### config.mk
export PLATFORM = sky130hd
export DESIGN_NAME = sha1_stream
export DESIGN_NICKNAME = d
export VERILOG_FILES = /design/src/rtl/sha1_pkg.sv /design/src/rtl/sha1_round.sv /design/src/rtl/sha1_stream.sv
export SDC_FILE = /design/constraint.sdc
export NUM_CORES = 2
export LEC_CHECK = 0
export ABC_CLOCK_PERIOD_IN_PS = 64000
export CAP_MARGIN = 20
export CELL_PAD_IN_SITES_DETAIL_PLACEMENT = 1
export CELL_PAD_IN_SITES_GLOBAL_PLACEMENT = 1
export CORE_ASPECT_RATIO = 0.7
export CORE_MARGIN = 1
export CORE_UTILIZATION = 53
export DETAILED_ROUTE_END_ITERATION = 16
export GPL_TIMING_DRIVEN = 0
export HOLD_SLACK_MARGIN = 0.03
export PLACE_DENSITY = 0.9
export SYNTH_ARGS = -nofsm -noshare
export SYNTH_HDL_FRONTEND = slang
export SYNTH_SLANG_ARGS = --single-unit
export TNS_END_PERCENT = 50
### constraint.sdc
create_clock -name iClk -period 64 [get_ports iClk]
set_input_delay 12.8 -clock iClk [delete_from_list [all_inputs] [get_ports iClk]]
set_output_delay 12.8 -clock iClk [all_outputs]
set_load 0.1 [all_outputs]
### src/rtl/sha1_pkg.sv
// sha1_pkg: SHA-1 constants, FSM state encoding and per-round helper functions
package sha1_pkg;
  localparam logic [159:0] SHA1_IV = 160'h67452301_efcdab89_98badcfe_10325476_c3d2e1f0;
  localparam logic [31:0] K0 = 32'h5a827999;
  localparam logic [31:0] K1 = 32'h6ed9eba1;
  localparam logic [31:0] K2 = 32'h8f1bbcdc;
  localparam logic [31:0] K3 = 32'hca62c1d6;
  localparam logic [1:0] IDLE  = 2'd0;
  localparam logic [1:0] LOAD  = 2'd1;
  localparam logic [1:0] ROUND = 2'd2;
  localparam logic [1:0] FINAL = 2'd3;

  function automatic logic [31:0] rotl(input logic [31:0] x, input int unsigned n);
    return (x << n) | (x >> (32 - n));
  endfunction

  function automatic logic [31:0] f_sel(input logic [6:0] t, input logic [31:0] b, input logic [31:0] c,
                                        input logic [31:0] d);
    return t < 7'd20 ? (b & c) | (~b & d) :
           t < 7'd40 ? b ^ c ^ d :
           t < 7'd60 ? (b & c) | (b & d) | (c & d) : b ^ c ^ d;
  endfunction

  function automatic logic [31:0] k_sel(input logic [6:0] t);
    return t < 7'd20 ? K0 : t < 7'd40 ? K1 : t < 7'd60 ? K2 : K3;
  endfunction
endpackage

### src/rtl/sha1_round.sv
// sha1_round: one combinational SHA-1 round on the packed working state {A,B,C,D,E}
module sha1_round
  import sha1_pkg::*;
(
  input  logic [159:0] s_i,
  input  logic [31:0]  w_i,
  input  logic [6:0]   t_i,
  output logic [159:0] s_o
);
  logic [31:0] a, b, c, d, e, tmp;
  assign {a, b, c, d, e} = s_i;
  assign tmp = rotl(a, 5) + f_sel(t_i, b, c, d) + e + k_sel(t_i) + w_i;
  assign s_o = {tmp, a, rotl(b, 30), c, d};
endmodule

### src/rtl/sha1_stream.sv
// sha1_stream: handshaked multi-block SHA-1 engine, UNROLL rounds per clock.
// Define SHA1_CMP_EN to add the iTarget/oMatch registered digest compare.
module sha1_stream
  import sha1_pkg::*;
#(
  parameter int UNROLL   = 1,
  parameter int WORDSIZE = 32,
  parameter int WORDNUM  = 16
) (
  input  logic                iClk,
  input  logic                reset,
  input  logic [WORDSIZE-1:0] iDat,
  input  logic                iValid,
  output logic                oReady,
  input  logic                iFirst,
  input  logic                iLast,
  output logic [159:0]        oDat,
  output logic                oValid,
`ifdef SHA1_CMP_EN
  input  logic [159:0]        iTarget,
  output logic                oMatch,
`endif
  output logic                oBusy
);
  if ((UNROLL != 1 && UNROLL != 2 && UNROLL != 4 && UNROLL != 5) || WORDSIZE != 32 || WORDNUM != 16)
  begin : g_bad_cfg
    $error("sha1_stream: UNROLL must be 1,2,4,5 and WORDSIZE/WORDNUM must be 32/16");
  end

  logic [1:0] state_q, state_d;
  logic [3:0] wcnt_q, wcnt_d;
  logic [6:0] rcnt_q, rcnt_d;
  logic [15:0][31:0] w_q, w_d;
  logic [15+UNROLL:0][31:0] ext;
  logic [159:0] h_q, h_d, s_q, s_d, h_sum, s_rnd;
  logic blk_last_q, blk_last_d, valid_q, valid_d, xfer;

  // Window holds W[rcnt..rcnt+15]; the words past it are generated here and may chain within a cycle.
  function automatic logic [15+UNROLL:0][31:0] expand(input logic [15:0][31:0] w);
    logic [15+UNROLL:0][31:0] x;
    x[15:0] = w;
    for (int j = 0; j < UNROLL; j++) x[16+j] = rotl(x[13+j] ^ x[8+j] ^ x[2+j] ^ x[j], 1);
    return x;
  endfunction

  assign ext = expand(w_q);

  for (genvar r = 0; r < UNROLL; r++) begin : g_rnd
    logic [159:0] si, so;
    if (r == 0) begin : g_head
      assign si = s_q;
    end else begin : g_link
      assign si = g_rnd[r-1].so;
    end
    sha1_round u_round (.s_i(si), .w_i(ext[r]), .t_i(rcnt_q + 7'(r)), .s_o(so));
  end
  assign s_rnd = g_rnd[UNROLL-1].so;

  for (genvar i = 0; i < 5; i++) begin : g_sum
    assign h_sum[32*i +: 32] = h_q[32*i +: 32] + s_q[32*i +: 32];
  end

  assign oReady = state_q == IDLE || state_q == LOAD;
  assign oBusy  = state_q != IDLE;
  assign oDat   = h_q;
  assign oValid = valid_q;
  assign xfer   = iValid & oReady;

  always_comb begin
    state_d = state_q;
    wcnt_d = wcnt_q;
    rcnt_d = rcnt_q;
    w_d = w_q;
    h_d = h_q;
    s_d = s_q;
    blk_last_d = blk_last_q;
    valid_d = valid_q;
    case (state_q)
      IDLE: if (xfer) begin
        w_d = {iDat, w_q[15:1]};
        blk_last_d = iLast;
        h_d = iFirst ? SHA1_IV : h_q;
        s_d = iFirst ? SHA1_IV : h_q;
        valid_d = 1'b0;
        wcnt_d = 4'd1;
        state_d = LOAD;
      end
      LOAD: if (xfer) begin
        w_d = {iDat, w_q[15:1]};
        wcnt_d = wcnt_q + 4'd1;
        rcnt_d = '0;
        state_d = wcnt_q == 4'd15 ? ROUND : LOAD;
      end
      ROUND: begin
        s_d = s_rnd;
        w_d = ext[15+UNROLL:UNROLL];
        rcnt_d = rcnt_q + 7'(UNROLL);
        state_d = rcnt_q == 7'(80 - UNROLL) ? FINAL : ROUND;
      end
      default: begin
        h_d = h_sum;
        valid_d = valid_q | blk_last_q;
        state_d = IDLE;
      end
    endcase
  end

  always_ff @(posedge iClk or posedge reset)
    if (reset) begin
      state_q <= IDLE;
      wcnt_q <= '0;
      rcnt_q <= '0;
      w_q <= '0;
      h_q <= SHA1_IV;
      s_q <= SHA1_IV;
      blk_last_q <= 1'b0;
      valid_q <= 1'b0;
    end else begin
      state_q <= state_d;
      wcnt_q <= wcnt_d;
      rcnt_q <= rcnt_d;
      w_q <= w_d;
      h_q <= h_d;
      s_q <= s_d;
      blk_last_q <= blk_last_d;
      valid_q <= valid_d;
    end

`ifdef SHA1_CMP_EN
  logic match_q, match_d;
  assign match_d = state_q == IDLE && xfer ? 1'b0 :
                   state_q == FINAL && blk_last_q ? h_sum == iTarget : match_q;
  always_ff @(posedge iClk or posedge reset)
    if (reset) match_q <= 1'b0;
    else match_q <= match_d;
  assign oMatch = match_q;
`endif
endmodule

======== Yosys cells after proc, flatten, opt, wreduce, memory -nomap -nowiden ========
Index checks and enable logic that the tools add are counted.
word-level totals
  register bits after elaboration ......... 847
  input port bits ......................... 37
  output and inout bits ................... 163
operators by class
  add/subtract/negate cells ............... 11
  magnitude comparators ................... 3
  eq/ne operators ......................... 7
  muxes and demuxes ....................... 24
  bitwise logic cells ..................... 19
  reductions and logical operators ........ 16
operators by type and width
  cell                   count
  $pmux W512 S2          1
  $pmux W160 S2          2
  $mux W512              1
  $mux W160              2
  $add A32 B32 Y32       9
  $mux W32               5
  $xor A32 B32 Y32       5
  $and A32 B32 Y32       4
  $or A32 B32 Y32        3
  $not A32 Y32           1
  $or A32 B1 Y32         1
  $or A32 B30 Y32        1
  $or A32 B5 Y32         1
  $mux W31               1
  $lt A7 B6 Y1 const B   2
  $pmux W7 S2            1
  $reduce_and A2 Y1      6
  $reduce_bool A2 Y1     5
  $mux W4                2
  $pmux W4 S2            1
  $add A7 B1 Y7 const B  1
  $eq A7 B7 Y1 const B   1
  $lt A7 B5 Y1 const B   1
  $mux W7                1
  other kinds (17)       22

======== Depth between registers and ports, before layout ========
  word-level depth ........................ 11
  gate-level depth with buffers ........... 26
  mapped depth without buffers ............ 23

======== Hierarchy ========
From an unflattened synthesis, not the netlist that was laid out.
second synthesis, totals
  cells, all modules ...................... 4428
  area, all modules ....................... 47418.0 um2
by module, submodules not included
  module       times used  cells each  area each (um2)  sequential area each (um2)
  sha1_stream  1           3561        40557.6          21395.5
  sha1_round   1           867         6860.3           0.0

======== Worst setup path before layout ========
Ideal clock, no wire load.
  kind .................................... in2reg
  start point ............................. input iValid
  end point ............................... register w_q (netlist bit ext[454])
  setup time .............................. 125 ps
  data arrival time ....................... 14324 ps
  data required time ...................... 63875 ps
  slack ................................... 49552 ps
  stages on the path ...................... 5
  path buffers ............................ 3
  cell sequence ........................... mux2i_1 > clkbuf_1 > clkbuf_1 > clkbuf_1 > mux2_2
between the ends
  longest elaborated chain between the ends .. 3
RTL lines
  element                      line                text
  start: declaration           sha1_stream.sv:13   input logic iValid,
  $and A1 B1 Y1                sha1_stream.sv:67   assign xfer = iValid & oReady;
  $ne A2 B1 Y1 (no line)       -
  $reduce_and A2 Y1 (no line)  -
  end signal: assignment       sha1_stream.sv:122  w_q <= w_d;
  end: declaration             sha1_stream.sv:33   logic [15:0][31:0] w_q, w_d;
Every way passes these cells.
A chain may end at the register's enable or synchronous reset.

======== Worst setup path in the final report ========
  start point ............................. register state_q[1]
  end point ............................... output oReady
between the ends
  longest elaborated chain between the ends .. 2
  elaborated cells between the ends (all ways) .. 3
  those cells by class .................... eq/ne: 1; reduce/logical: 2
RTL lines
  element                                                  line                text
  start: declaration                                       sha1_stream.sv:30   logic [1:0] state_q, state_d;
  start signal: assignment                                 sha1_stream.sv:119  state_q <= state_d;
  $eq A2 B1 Y1 / $logic_not A2 Y1 (equally long branches)  sha1_stream.sv:63   assign oReady = state_q == IDLE || state_q == LOAD;
  $logic_or A1 B1 Y1 (*)                                   sha1_stream.sv:63
  end: declaration                                         sha1_stream.sv:14   output logic oReady,
Mark *: on every way between the ends. The rest lies on a longest branch, timed or not.

==> flow_summary.ini <==
[floorplanning]
core_um2 = 86100
start_util_pct = 53.6
dieArea_um2 = 88300
rows = 90
die_w_um = 355
io_pins = 200
dieHeight_um = 249

[logic_synthesis]
postSynthAreaPerCell_um2 = 11.0
yosysMostFrequentCell = dfrtp_1
yosys_warnings = 0
synth_top_area_share_pct = 37.2
synthCells = 4213
synth_edf_count = 0
ys_ff_latch = 847
synthTopCellsByArea = dfrtp_1, mux2_2, dfstp_2
synth_top_cell_by_area = dfrtp_1
synth_fp_nets = 4574
synthTopCellsByCount = dfrtp_1, mux2_2, nor2_1
synth_cell_types = 89
async_reset_ff_share_pct = 100
ys_seq_area_share_pct = 46.4
netlist_area_um2 = 46200
synth_ff_type = dfrtp_1

[final_layout]
regArea_um2 = 21400
utilization_pct = 61.4
multi_input_area_um2 = 23100
fillers = 8981
drive_gt1_share_pct = 18.5
areaGrowthSynthToFinish_pct = 14.7
nNetsFinal = 4876

[worst_hold_path]
hp-class = reg2reg

[setup_path]
crit_fanout = 10
crit_slowest_cell = clkdlybuf4s50_1
crit_type = reg2out
cp-start-kind = flip-flop
worst_ep_required_time_ns = 51.20
crit_buf_inv = 3
cp_cell_sequence = inv_1, ha_1, clkbuf_1, or2_2, clkdlybuf4s50_1
arrival_ns = 3.39
crit_family = buffers and inverters
crit_path_max_incr_delay_ns = 1.14
endpoint_kind = output pin

[drt]
post_drt_wl_per_cell_um = 33.4
viasPerCell = 6.72
postRouteWirelength_um = 192000
drtAntennaViolNets = 0
first_pass_iters = 9
drt_iter0_drc = 4485
vias = 38600
drc_errors = 0

[timing]
fin_crit_ns = 16.19
maxSlewViolCount = 0
worst_pin_slew_ns = 1.24
slew_headroom_pct = 17.6
clock.fmax_mhz = 61.8
finalSetupViolCount = 0
rsz0062_at_grt = no
fin_crit_sh_pct = 25.3
finalHoldViolCount = 0
finClkSkew_ns = 0.0382
finalSetupTns_ns = 0

[run_status]
outcome = finished clean

[clocking]
clkSinkCount = 847
worstSkewPairLatency_ns = 0.71
cts_resized = 0
cts_htree_levels = 3
postCtsSetupRepairBufs = 0
cts_tree = built
root_buffer = clkbuf_16
cts_hold_buf = 0
clk_pin_slew_ns = 0.07
cts_made_buffers = 86
ctsLongestPathBuffers = 3

[global_routing]
grt_usage_pct = 43.4
grt_max_degree = 136
grt_overflow = 0
grt_pass1_vias = 40700
antenna_found_initial = 9
grt_pass1_wl_um = 280000

[place]
gp_congestion = 1.00
portBuffers = 198
dpl.hpwl_um = 137000

[job]
drv_cap = 0
==> routing by layer <==
metal	up-vias	wire length (um)	global-route usage (%)
met5	-	313	2.00
met4	15	10100	19.8
met3	633	25200	18.5
met2	2390	81100	62.1
met1	20100	75300	56.9
li1	15500	-	-
==> placed cells by master, fill, tap and decap left out, types with 14 or more instances in the layout <==
| cell | count |
|---|---|
| a211oi_1 | 16 |
| a21o_1 | 82 |
| a21oi_1 | 334 |
| a221o_1 | 14 |
| a221oi_1 | 76 |
| a22o_1 | 17 |
| a31oi_1 | 22 |
| buf_1 | 22 |
| clkbuf_1 | 187 |
| clkbuf_16 | 88 |
| clkbuf_8 | 20 |
| clkdlybuf4s50_1 | 198 |
| dfrtp_1 | 687 |
| dfstp_2 | 160 |
| fa_1 | 125 |
| ha_1 | 199 |
| inv_1 | 241 |
| mux2_2 | 489 |
| mux2i_1 | 29 |
| nand2_1 | 204 |
| nand2b_1 | 19 |
| nand3_1 | 39 |
| nand4_1 | 17 |
| nor2_1 | 401 |
| nor2b_1 | 26 |
| nor3_1 | 27 |
| o21a_1 | 18 |
| o21ai_0 | 221 |
| o21bai_1 | 17 |
| o221ai_1 | 21 |
| o22ai_1 | 74 |
| xnor2_1 | 183 |
| xor2_1 | 80 |
==> worst reg2reg max path, cell delays in order, from the launching register on <==
cell       delay, ns
dfrtp_1         0.35
clkbuf_1        0.37
and3_1          0.29
or3_1           0.20
clkbuf_1        0.46
inv_1           0.17
nor2_1          0.21
clkbuf_1        0.49
clkbuf_1        0.78
a221oi_1        0.28
fa_1            0.64
fa_1            0.42
inv_1           0.07
ha_1            0.16
inv_1           0.06
fa_1            0.46
nor2b_1         0.14
o21ai_1         0.09
a21o_1          0.28
a2111oi_2       0.53
nor2_1          0.22
o21ai_0         0.38
a2111oi_0       0.19
nor2_1          0.24
xor2_1          0.49
a221oi_1        0.16
nor2_1          0.14
==> registers in the layout, summed over array words and instances, names as in the netlist <==
signal,count
blk_last_q,1
ext,512
g_rnd.si,160
oDat,160
oValid,1
rcnt_q,7
state_q,2
wcnt_q,4
==> worst paths after layout <==
check / startpoint / endpoint / slack [ns] / depth (start not counted)
max in group asynchronous: reset / oDat[94] / 49.67 / 4
setup / recovery: state_q[1] / oReady / 47.81 / 5
min in group asynchronous: reset / ext[162] / 12.53 / 2
setup reg to reg: rcnt_q[4] / g_rnd[0].si[147] / 55.69 / 26
hold reg to reg: ext[330] / ext[298] / 0.49 / 1
hold / removal: ext[330] / ext[298] / 0.49 / 1
==> layout make-up <==
cell class                 instances  share of cell area (%)
inverter                         242                    1.73
antenna                            8                  0.0378
multi-input combinational       2929                    43.7
clock buffer                     125                    4.78
clock inverter                    36                   0.875
tap                             1150                    2.72
timing repair buffer             214                    4.35
sequential                       847                    40.4
buffer                           195                    1.42
==> stage by stage <==
stage	hold WS, ns	cells	setup slack, ns	area, um2
CTS	0.498	5734	47.79	52900
global placement	0.461	5561	18.12	49600
floorplan	0.446	4213	27.67	46200
global route	0.523	5741	47.70	52900
detailed placement	0.482	5573	47.73	49900
finish	0.492	5746	47.81	52900
==> logic make-up after synthesis <==
| logic type | synth area share [%] |
|---|---|
| AOI/OAI and AO/OA | 14.2 |
| xor gates and xnor gates | 4.99 |
| adders and majority gates | 10.8 |
| buffers and inverters | 3.60 |
| DFF | 46.4 |
| muxes | 12.6 |
| and+or+nand+nor | 7.50 |
Power is left out: the tool's default activity adds up to more than one toggle a clock period on the data nets, which glitch-free logic cannot reach.
